===== src/rtl/fsm_inspeccion_multicanal_pkg.sv =====
// Shared types for the multi-station inspection controller: channel states,
// per-channel status codes and the packed result record stored in the FIFO.
package inspeccion_pkg;

  typedef enum logic [2:0] {
    IDLE    = 3'd0,
    INSPECT = 3'd1,
    PASS    = 3'd2,
    FAIL    = 3'd3,
    LOCK    = 3'd4
  } insp_state_t;

  localparam logic [1:0] E_IDLE    = 2'b00;
  localparam logic [1:0] E_INSPECT = 2'b01;
  localparam logic [1:0] E_PASS    = 2'b10;
  localparam logic [1:0] E_FAIL    = 2'b11;

  // Wide enough for the largest supported channel count (16).
  localparam int MAX_CH_W = 4;

  typedef struct packed {
    logic [MAX_CH_W-1:0] ch;
    logic                pass;
  } insp_result_t;

  // Status code shown on e for a given channel state; LOCK reuses the fail code.
  function automatic logic [1:0] state_code(input insp_state_t s);
    logic [1:0] code;
    case (s)
      IDLE:    code = E_IDLE;
      INSPECT: code = E_INSPECT;
      PASS:    code = E_PASS;
      FAIL:    code = E_FAIL;
      LOCK:    code = E_FAIL;
      default: code = E_IDLE;
    endcase
    return code;
  endfunction

endpackage


===== src/rtl/fsm_inspeccion_multicanal_if.sv =====
// Result drain bus: the controller is the master presenting the FIFO head,
// the consumer is the slave answering with ready.
interface fsm_inspeccion_multicanal_if #(
  parameter int CH_W = 2
) ();
  logic            res_valid;
  logic            res_ready;
  logic [CH_W-1:0] res_ch;
  logic            res_pass;

  modport master (output res_valid, output res_ch, output res_pass, input res_ready);
  modport slave  (input res_valid, input res_ch, input res_pass, output res_ready);
endinterface


===== src/rtl/fsm_inspeccion_multicanal_channel.sv =====
// One inspection station: Moore FSM with inspection timer, consecutive-reject
// counter, pending flag and latched verdict awaiting arbitration.
module insp_channel_fsm
  import inspeccion_pkg::*;
#(
  parameter int INSPECT_CYCLES = 3,
  parameter int REJECT_LIMIT   = 3
) (
  input  logic       clk,
  input  logic       reset,
  input  logic       p,
  input  logic       ri,
  input  logic       alarm_clr,
  input  logic       grant,
  output logic [1:0] e,
  output logic       alarm,
  output logic       pending,
  output logic       verdict,
  output logic       lost
);

  localparam int TW = $clog2(INSPECT_CYCLES) + 1;
  localparam int FW = $clog2(REJECT_LIMIT + 1);
  localparam logic [TW-1:0] T_LOAD  = TW'(INSPECT_CYCLES - 1);
  localparam logic [FW-1:0] F_LIMIT = FW'(REJECT_LIMIT);

  insp_state_t   state_r, state_s;
  logic [TW-1:0] timer_r, timer_s;
  logic [FW-1:0] fail_cnt_r, fail_cnt_s;
  logic          pending_r, pending_s;
  logic          verdict_r, verdict_s;
  logic [1:0]    e_r;
  logic          alarm_r;
  logic          entry_s;

  // Next-state, timer, reject counter and verdict bookkeeping.
  always_comb begin
    state_s    = state_r;
    timer_s    = timer_r;
    fail_cnt_s = fail_cnt_r;
    verdict_s  = verdict_r;
    entry_s    = 1'b0;
    case (state_r)
      IDLE: begin
        if (p) begin
          state_s = INSPECT;
          timer_s = T_LOAD;
        end else begin
          state_s = IDLE;
        end
      end
      INSPECT: begin
        if (!p) begin
          state_s = IDLE;
        end else if (timer_r == {TW{1'b0}}) begin
          entry_s   = 1'b1;
          verdict_s = ri;
          if (ri) begin
            state_s    = PASS;
            fail_cnt_s = {FW{1'b0}};
          end else begin
            state_s = FAIL;
            if (fail_cnt_r < F_LIMIT) begin
              fail_cnt_s = fail_cnt_r + {{(FW-1){1'b0}}, 1'b1};
            end else begin
              fail_cnt_s = fail_cnt_r;
            end
          end
        end else begin
          timer_s = timer_r - {{(TW-1){1'b0}}, 1'b1};
        end
      end
      PASS, FAIL: begin
        if (!p) begin
          state_s = (fail_cnt_r == F_LIMIT) ? LOCK : IDLE;
        end else begin
          state_s = state_r;
        end
      end
      LOCK: begin
        if (alarm_clr) begin
          state_s    = IDLE;
          fail_cnt_s = {FW{1'b0}};
        end else begin
          state_s = LOCK;
        end
      end
      default: begin
        state_s = IDLE;
      end
    endcase

    if (entry_s) begin
      pending_s = 1'b1;
    end else if (grant) begin
      pending_s = 1'b0;
    end else begin
      pending_s = pending_r;
    end
  end

  // A verdict arriving while the previous one is still unclaimed loses the old one.
  assign lost = entry_s & pending_r & ~grant;

  // Channel registers, including the registered status code and alarm.
  always_ff @(posedge clk) begin
    if (reset) begin
      state_r    <= IDLE;
      timer_r    <= {TW{1'b0}};
      fail_cnt_r <= {FW{1'b0}};
      pending_r  <= 1'b0;
      verdict_r  <= 1'b0;
      e_r        <= E_IDLE;
      alarm_r    <= 1'b0;
    end else begin
      state_r    <= state_s;
      timer_r    <= timer_s;
      fail_cnt_r <= fail_cnt_s;
      pending_r  <= pending_s;
      verdict_r  <= verdict_s;
      e_r        <= state_code(state_s);
      alarm_r    <= (state_s == LOCK);
    end
  end

  assign e       = e_r;
  assign alarm   = alarm_r;
  assign pending = pending_r;
  assign verdict = verdict_r;

endmodule


===== src/rtl/fsm_inspeccion_multicanal.sv =====
// Multi-station inspection controller: per-channel FSMs, round-robin merge of
// finished verdicts into a result FIFO, valid/ready drain, sticky overflow.
module fsm_inspeccion_multicanal
  import inspeccion_pkg::*;
#(
  parameter int NUM_CH         = 4,
  parameter int INSPECT_CYCLES = 3,
  parameter int REJECT_LIMIT   = 3,
  parameter int FIFO_DEPTH     = 4,
  localparam int CH_W          = (NUM_CH > 1) ? $clog2(NUM_CH) : 1,
  localparam int CW            = $clog2(FIFO_DEPTH + 1)
) (
  input  logic                clk,
  input  logic                reset,
  input  logic [NUM_CH-1:0]   p,
  input  logic [NUM_CH-1:0]   ri,
  input  logic [NUM_CH-1:0]   alarm_clr,
  output logic [2*NUM_CH-1:0] e,
  output logic [NUM_CH-1:0]   alarm,
  output logic [CW-1:0]       fifo_count,
  output logic                overflow,
  fsm_inspeccion_multicanal_if.master res
);

  localparam int AW = $clog2(FIFO_DEPTH);

  logic [NUM_CH-1:0] pending_vec;
  logic [NUM_CH-1:0] verdict_vec;
  logic [NUM_CH-1:0] lost_vec;
  logic [NUM_CH-1:0] grant_vec;

  logic              grant_vld_s;
  logic [CH_W-1:0]   grant_idx_s;
  logic [CH_W-1:0]   ptr_r;
  logic              overflow_r;

  insp_result_t      mem_r [FIFO_DEPTH];
  logic [AW:0]       wr_ptr_r;
  logic [AW:0]       rd_ptr_r;
  logic [AW:0]       count_s;
  logic              full_s;
  logic              push_s;
  logic              pop_s;
  logic              valid_s;
  insp_result_t      head_s;
  insp_result_t      wdata_s;

  genvar g;
  generate
    for (g = 0; g < NUM_CH; g++) begin : g_ch
      assign grant_vec[g] = grant_vld_s && (grant_idx_s == CH_W'(g));
      insp_channel_fsm #(
        .INSPECT_CYCLES (INSPECT_CYCLES),
        .REJECT_LIMIT   (REJECT_LIMIT)
      ) u_ch (
        .clk       (clk),
        .reset     (reset),
        .p         (p[g]),
        .ri        (ri[g]),
        .alarm_clr (alarm_clr[g]),
        .grant     (grant_vec[g]),
        .e         (e[2*g +: 2]),
        .alarm     (alarm[g]),
        .pending   (pending_vec[g]),
        .verdict   (verdict_vec[g]),
        .lost      (lost_vec[g])
      );
    end
  endgenerate

  assign count_s = wr_ptr_r - rd_ptr_r;
  assign full_s  = (count_s == (AW+1)'(FIFO_DEPTH));
  assign valid_s = (count_s != {(AW+1){1'b0}});
  assign pop_s   = valid_s & res.res_ready;
  assign push_s  = grant_vld_s;

  // Round-robin search from the pointer; nothing is granted while the FIFO is full.
  always_comb begin
    int              idx;
    logic [CH_W-1:0] cand;
    grant_vld_s = 1'b0;
    grant_idx_s = {CH_W{1'b0}};
    idx         = 0;
    cand        = {CH_W{1'b0}};
    for (int i = 0; i < NUM_CH; i++) begin
      idx = int'(ptr_r) + i;
      if (idx >= NUM_CH) begin
        idx = idx - NUM_CH;
      end else begin
        idx = idx;
      end
      cand = CH_W'(idx);
      if (!full_s && !grant_vld_s && pending_vec[cand]) begin
        grant_vld_s = 1'b1;
        grant_idx_s = cand;
      end else begin
        grant_vld_s = grant_vld_s;
      end
    end
  end

  assign wdata_s.ch   = MAX_CH_W'(grant_idx_s);
  assign wdata_s.pass = verdict_vec[grant_idx_s];

  // Arbiter pointer, FIFO pointers and sticky overflow flag.
  always_ff @(posedge clk) begin
    if (reset) begin
      ptr_r      <= {CH_W{1'b0}};
      wr_ptr_r   <= {(AW+1){1'b0}};
      rd_ptr_r   <= {(AW+1){1'b0}};
      overflow_r <= 1'b0;
    end else begin
      if (grant_vld_s) begin
        ptr_r <= (grant_idx_s == CH_W'(NUM_CH - 1)) ? {CH_W{1'b0}}
                                                    : grant_idx_s + {{(CH_W-1){1'b0}}, 1'b1};
      end
      if (push_s) begin
        wr_ptr_r <= wr_ptr_r + {{AW{1'b0}}, 1'b1};
      end
      if (pop_s) begin
        rd_ptr_r <= rd_ptr_r + {{AW{1'b0}}, 1'b1};
      end
      if (|lost_vec) begin
        overflow_r <= 1'b1;
      end
    end
  end

  // FIFO storage; contents are only observed through the valid-gated head.
  always_ff @(posedge clk) begin
    if (push_s) begin
      mem_r[wr_ptr_r[AW-1:0]] <= wdata_s;
    end
  end

  assign head_s        = mem_r[rd_ptr_r[AW-1:0]];
  assign res.res_valid = valid_s;
  assign res.res_ch    = valid_s ? CH_W'(head_s.ch) : {CH_W{1'b0}};
  assign res.res_pass  = valid_s ? head_s.pass : 1'b0;
  assign fifo_count    = CW'(count_s);
  assign overflow      = overflow_r;

endmodule


===== src/flat_wrapper.sv =====
// flat-port wrapper written by rule: the top's interface ports become plain ports
module fsm_inspeccion_multicanal_flat import inspeccion_pkg::*;
#(
  parameter int NUM_CH         = 4,
  parameter int INSPECT_CYCLES = 3,
  parameter int REJECT_LIMIT   = 3,
  parameter int FIFO_DEPTH     = 4,
  localparam int CH_W          = (NUM_CH > 1) ? $clog2(NUM_CH) : 1,
  localparam int CW            = $clog2(FIFO_DEPTH + 1)
)
  (clk, reset, p, ri, alarm_clr, e, alarm, fifo_count, overflow, res_res_valid, res_res_ch, res_res_pass, res_res_ready);
  fsm_inspeccion_multicanal_if #(.CH_W(2)) res_i ();
  input  logic clk;
  input  logic reset;
  input  logic [NUM_CH-1:0] p;
  input  logic [NUM_CH-1:0] ri;
  input  logic [NUM_CH-1:0] alarm_clr;
  output logic [2*NUM_CH-1:0] e;
  output logic [NUM_CH-1:0] alarm;
  output logic [CW-1:0] fifo_count;
  output logic overflow;
  output wire logic [$bits(res_i.res_valid)-1:0] res_res_valid;
  output wire logic [$bits(res_i.res_ch)-1:0] res_res_ch;
  output wire logic [$bits(res_i.res_pass)-1:0] res_res_pass;
  input wire logic [$bits(res_i.res_ready)-1:0] res_res_ready;
  assign res_res_valid = res_i.res_valid;
  assign res_res_ch = res_i.res_ch;
  assign res_res_pass = res_i.res_pass;
  assign res_i.res_ready = res_res_ready;
  fsm_inspeccion_multicanal #(.NUM_CH(NUM_CH), .INSPECT_CYCLES(INSPECT_CYCLES), .REJECT_LIMIT(REJECT_LIMIT), .FIFO_DEPTH(FIFO_DEPTH)) u_core (.clk(clk), .reset(reset), .p(p), .ri(ri), .alarm_clr(alarm_clr), .e(e), .alarm(alarm), .fifo_count(fifo_count), .overflow(overflow), .res(res_i));
endmodule

===== config.mk =====
export PLATFORM = sky130hd
export DESIGN_NAME = fsm_inspeccion_multicanal_flat
export DESIGN_NICKNAME = d
export VERILOG_FILES = /design/src/rtl/fsm_inspeccion_multicanal_pkg.sv /design/src/rtl/fsm_inspeccion_multicanal_if.sv /design/src/rtl/fsm_inspeccion_multicanal_channel.sv /design/src/rtl/fsm_inspeccion_multicanal.sv /design/src/flat_wrapper.sv
export SDC_FILE = /design/constraint.sdc
export NUM_CORES = 1
export LEC_CHECK = 0
export ABC_AREA = 0
export ABC_CLOCK_PERIOD_IN_PS = 3870
export CORE_UTILIZATION = 40
export CTS_BUF_LIST = sky130_fd_sc_hd__clkbuf_2 sky130_fd_sc_hd__clkbuf_4 sky130_fd_sc_hd__clkbuf_8
export DETAILED_ROUTE_END_ITERATION = 7
export GPL_ROUTABILITY_DRIVEN = 0
export SLEW_MARGIN = 5
export SYNTH_ARGS = -nofsm -noshare
export SYNTH_HDL_FRONTEND = slang
export SYNTH_SLANG_ARGS = --single-unit
export TNS_END_PERCENT = 5

===== constraint.sdc =====
create_clock -name clk -period 3.87 [get_ports clk]
set_input_delay 0.774 -clock clk [delete_from_list [all_inputs] [get_ports clk]]
set_output_delay 0.774 -clock clk [all_outputs]
set_load 0.05 [all_outputs]

==> flow_metrics.tcl <==
set metrics [dict create \
    cts_made_buffers 9 \
    end_kind "output pin" \
    synth_area_sq_um 3510 \
    synth-edff-count 12 \
    max_stage_delay_ns 0.44 \
    route.detailed.drc 0 \
    final_nets 431 \
    finClkSkew_ns 0.0111 \
    worstPathRequired_ns 3.10 \
    hpwlAfterDp_mm 4.71 \
    grt_first_pass_wirelength_mm 11.5 \
    setup-violations-final 0 \
    clockBufferDepth 2 \
    leakage_uw 0.00156 \
    dieWidth_um 95.7 \
    fp.dieH_um 95.7 \
    initial_core_util_pct 42.1 \
    fp.coreArea_sq_um 8340 \
    period_share_pct 92.1 \
    synthesis.instances 365 \
    drive_gt1_share_pct 9.20 \
    cpMaxStageDelayCell "fa_1" \
    syn_avg_cell_area_sq_um 9.63 \
    synth.largest_area_cell "dfxtp_1" \
    yosysUniqueCellTypes 59 \
    yosysWarnings 0 \
    io_buffers 34 \
    grt_usage_pct 16.3 \
    period_needed_ns 3.56 \
    critical_path.cell_chain "inv_1, ha_1, fa_1, xor3_2, or3_1, and2_1, dlygate4sd2_1" \
    status "finished clean" \
    cts_setup_buffers 0 \
    drv_cap 0 \
    async_flop_share_pct 0 \
    diodes 0 \
    r2r_slack_ns 0.94 \
    path_clk_slew_ns 0.08 \
    via_count 2568 \
    start_kind "flop" \
    yosysSeqAreaShare_pct 46.1 \
    critical_path_class "flop to output pin" \
    hold_class "flop to flop" \
    slew_violations 0 \
    power_uw 2140 \
    utilization_pct 49.4 \
    vias_per_cell 5.07 \
    hold_violations 0 \
    path_delay_family "adder cells" \
    cts_root_buf "clkbuf_8" \
    yosys-top-cells-count "63 x dfxtp_1, 39 x nor2_1, 28 x inv_1, 26 x a21oi_1, 20 x nand2_1" \
    nFillCells 817 \
    clock_sinks 75 \
    design_area_sq_um 4120 \
    routed_wirelength_mm 6.57 \
    ioPinCount 35 \
    grt_max_degree 38 \
    first_iter_violations 61 \
    die-area_sq_um 9170 \
    first_pass_iters 4 \
    cts_tree "done" \
    synth_flop_cell "dfxtp_1" \
    tns_ns 0 \
    pwr_density_cell_nw_per_um2 520 \
    synth_area_leaders "dfxtp_1 36%, edfxtp_1 10%, ha_1 6.4%" \
    yosysMostFrequentCell "dfxtp_1" \
    drtAntennaViolNets 0 \
    worstPathArrival_ns 2.79 \
    grt_antenna_before_repair 0 \
    syn_to_final_growth_pct 17.3 \
    post_drt_wl_per_cell_um 13.0 \
    path_buf_inv 2 \
    vdd_drop_max_uv 256 \
    max_freq_ghz 0.281 \
    clk_latency_ns 0.35 \
    worstMarginPinSlew_ns 0.784 \
    crit_fanout 7 \
    grt_remaining_overflow 0 \
    syn-num-nets 399 \
    rsz0062_at_grt "no" \
    maxSlewHeadroom_pct 47.7 \
    cts_htree_levels 3 \
    first_global_vias 2466 \
    place_area_sq_um 3920 \
    rows 33 \
    ys_ff_latch 75 \
    synth_top_area_share_pct 35.9 \
]
worst min-delay path, delay by kind of cell (launching register included):
kind	cells	cell delay, ns
flip-flops	1	0.32
AND/OR/NAND/NOR	1	0.05
AO/OA/AOI/OAI	1	0.05
layout make-up:
type	count	area, sq um	area share, %
clock inverter	7	78.8	1.91
sequential	75	1620	39.3
inverter	28	105	2.55
multi-input combinational	248	1720	41.7
tap	105	131	3.19
timing repair buffer	35	342	8.29
clock buffer	9	124	3.00
sequential cells by signal (all words and copies together) (netlist names), named ones only:
register and flops:
u_core.g_ch.u_ch.pending 4, u_core.ptr_r 2, u_core.g_ch.u_ch.verdict 4, u_core.g_ch.u_ch.state_r 12, u_core.rd_ptr_r 3, u_core.g_ch.u_ch.timer_r 12
u_core.overflow 1, u_core.wr_ptr_r 3, u_core.g_ch.u_ch.fail_cnt_r 8, u_core.g_ch.u_ch.alarm 4, u_core.mem_r 12, u_core.g_ch.u_ch.e 8
worst paths after layout:
check | startpoint | cells past startpoint | endpoint
worst min-delay path | u_core.g_ch[2].u_ch.fail_cnt_r[1]$_SDFFE_PP0P_ | 2 | u_core.g_ch[2].u_ch.fail_cnt_r[1]$_SDFFE_PP0P_
worst max register to register | u_core.wr_ptr_r[0]$_SDFFE_PP0N_ | 8 | u_core.mem_r[2][0]$_DFFE_PP_
worst min register to register | u_core.g_ch[2].u_ch.fail_cnt_r[1]$_SDFFE_PP0P_ | 2 | u_core.g_ch[2].u_ch.fail_cnt_r[1]$_SDFFE_PP0P_
worst max-delay path | u_core.wr_ptr_r[0]$_SDFFE_PP0N_ | 7 | res_res_ch[1]
logic make-up (layout without fill, tap and decap cells):
kind of cell             count (synthesis)  in the layout  synth area share [%]
AND/OR/NAND/NOR                        145            145                  22.9
flip-flops                              75             75                  46.1
AO/OA/AOI/OAI                           65             65                  12.3
buffers and inverters                   42             79                  4.91
adder cells (fa/ha/maj)                 19             19                  6.98
multiplexers                            12             12                  4.56
XOR/XNOR                                 7              7                  2.21
per-stage QoR:
step | hold slack, ns | worst slack, ns | instances
2_1_floorplan | 0.436 | 0.348 | 365
4_1_cts | 0.463 | 0.0870 | 507
3_3_place_gp | 0.446 | 0.442 | 491
6_report | 0.458 | 0.306 | 507
5_1_grt | 0.486 | 0.121 | 507
3_5_place_dp | 0.452 | 0.379 | 491
per-layer routing:
| metal | vias up | GRT usage, % | part of all wire (%) | wire (um) |
|---|---|---|---|---|
| met5 | - | 0 | 0 | 0 |
| met4 | 0 | 6.47 | 1.6 | 102 |
| met3 | 8 | 4.27 | 2.1 | 138 |
| met2 | 28 | 26.2 | 46 | 3030 |
| li1 | 1343 | - | - | - |
| met1 | 1189 | 21.0 | 50 | 3290 |
repair_timing:
item / 4_1_cts / 5_1_grt
cloned: 0 / 0
hold buffers: 0 / 0
gates resized for setup: 3 / 1
endpoints found under the setup margin: 3 / 1
where the power goes:
group	leakage, uW	internal (uW)	switching, uW	total, uW
registers	0.000625	848	46.7	895
clock network	0.0000916	301	304	604
logic	0.000849	231	412	643
total	0.00156	1380	763	2140
placed cells by master (no fill, tap or decap), types with 3 or more instances in the layout:
master	count
a21oi_1	26
clkinv_4	3
nor4b_1	4
nand3_1	9
o21a_1	3
nor3b_1	6
inv_1	28
a22oi_1	3
o21ai_0	9
a31oi_1	4
nand4_1	3
clkdlybuf4s50_1	29
ha_1	18
or2_2	4
nor2_1	39
nand2b_1	17
xnor2_1	4
nand2_1	20
dfxtp_1	63
mux4_2	3
dlygate4sd2_1	3
mux2i_1	7
a211oi_1	6
nor2b_1	4
nor3_1	10
clkinvlp_4	3
edfxtp_1	12
clkbuf_8	9
and2_1	10
Note: power is estimated with default switching activity, not from simulation.
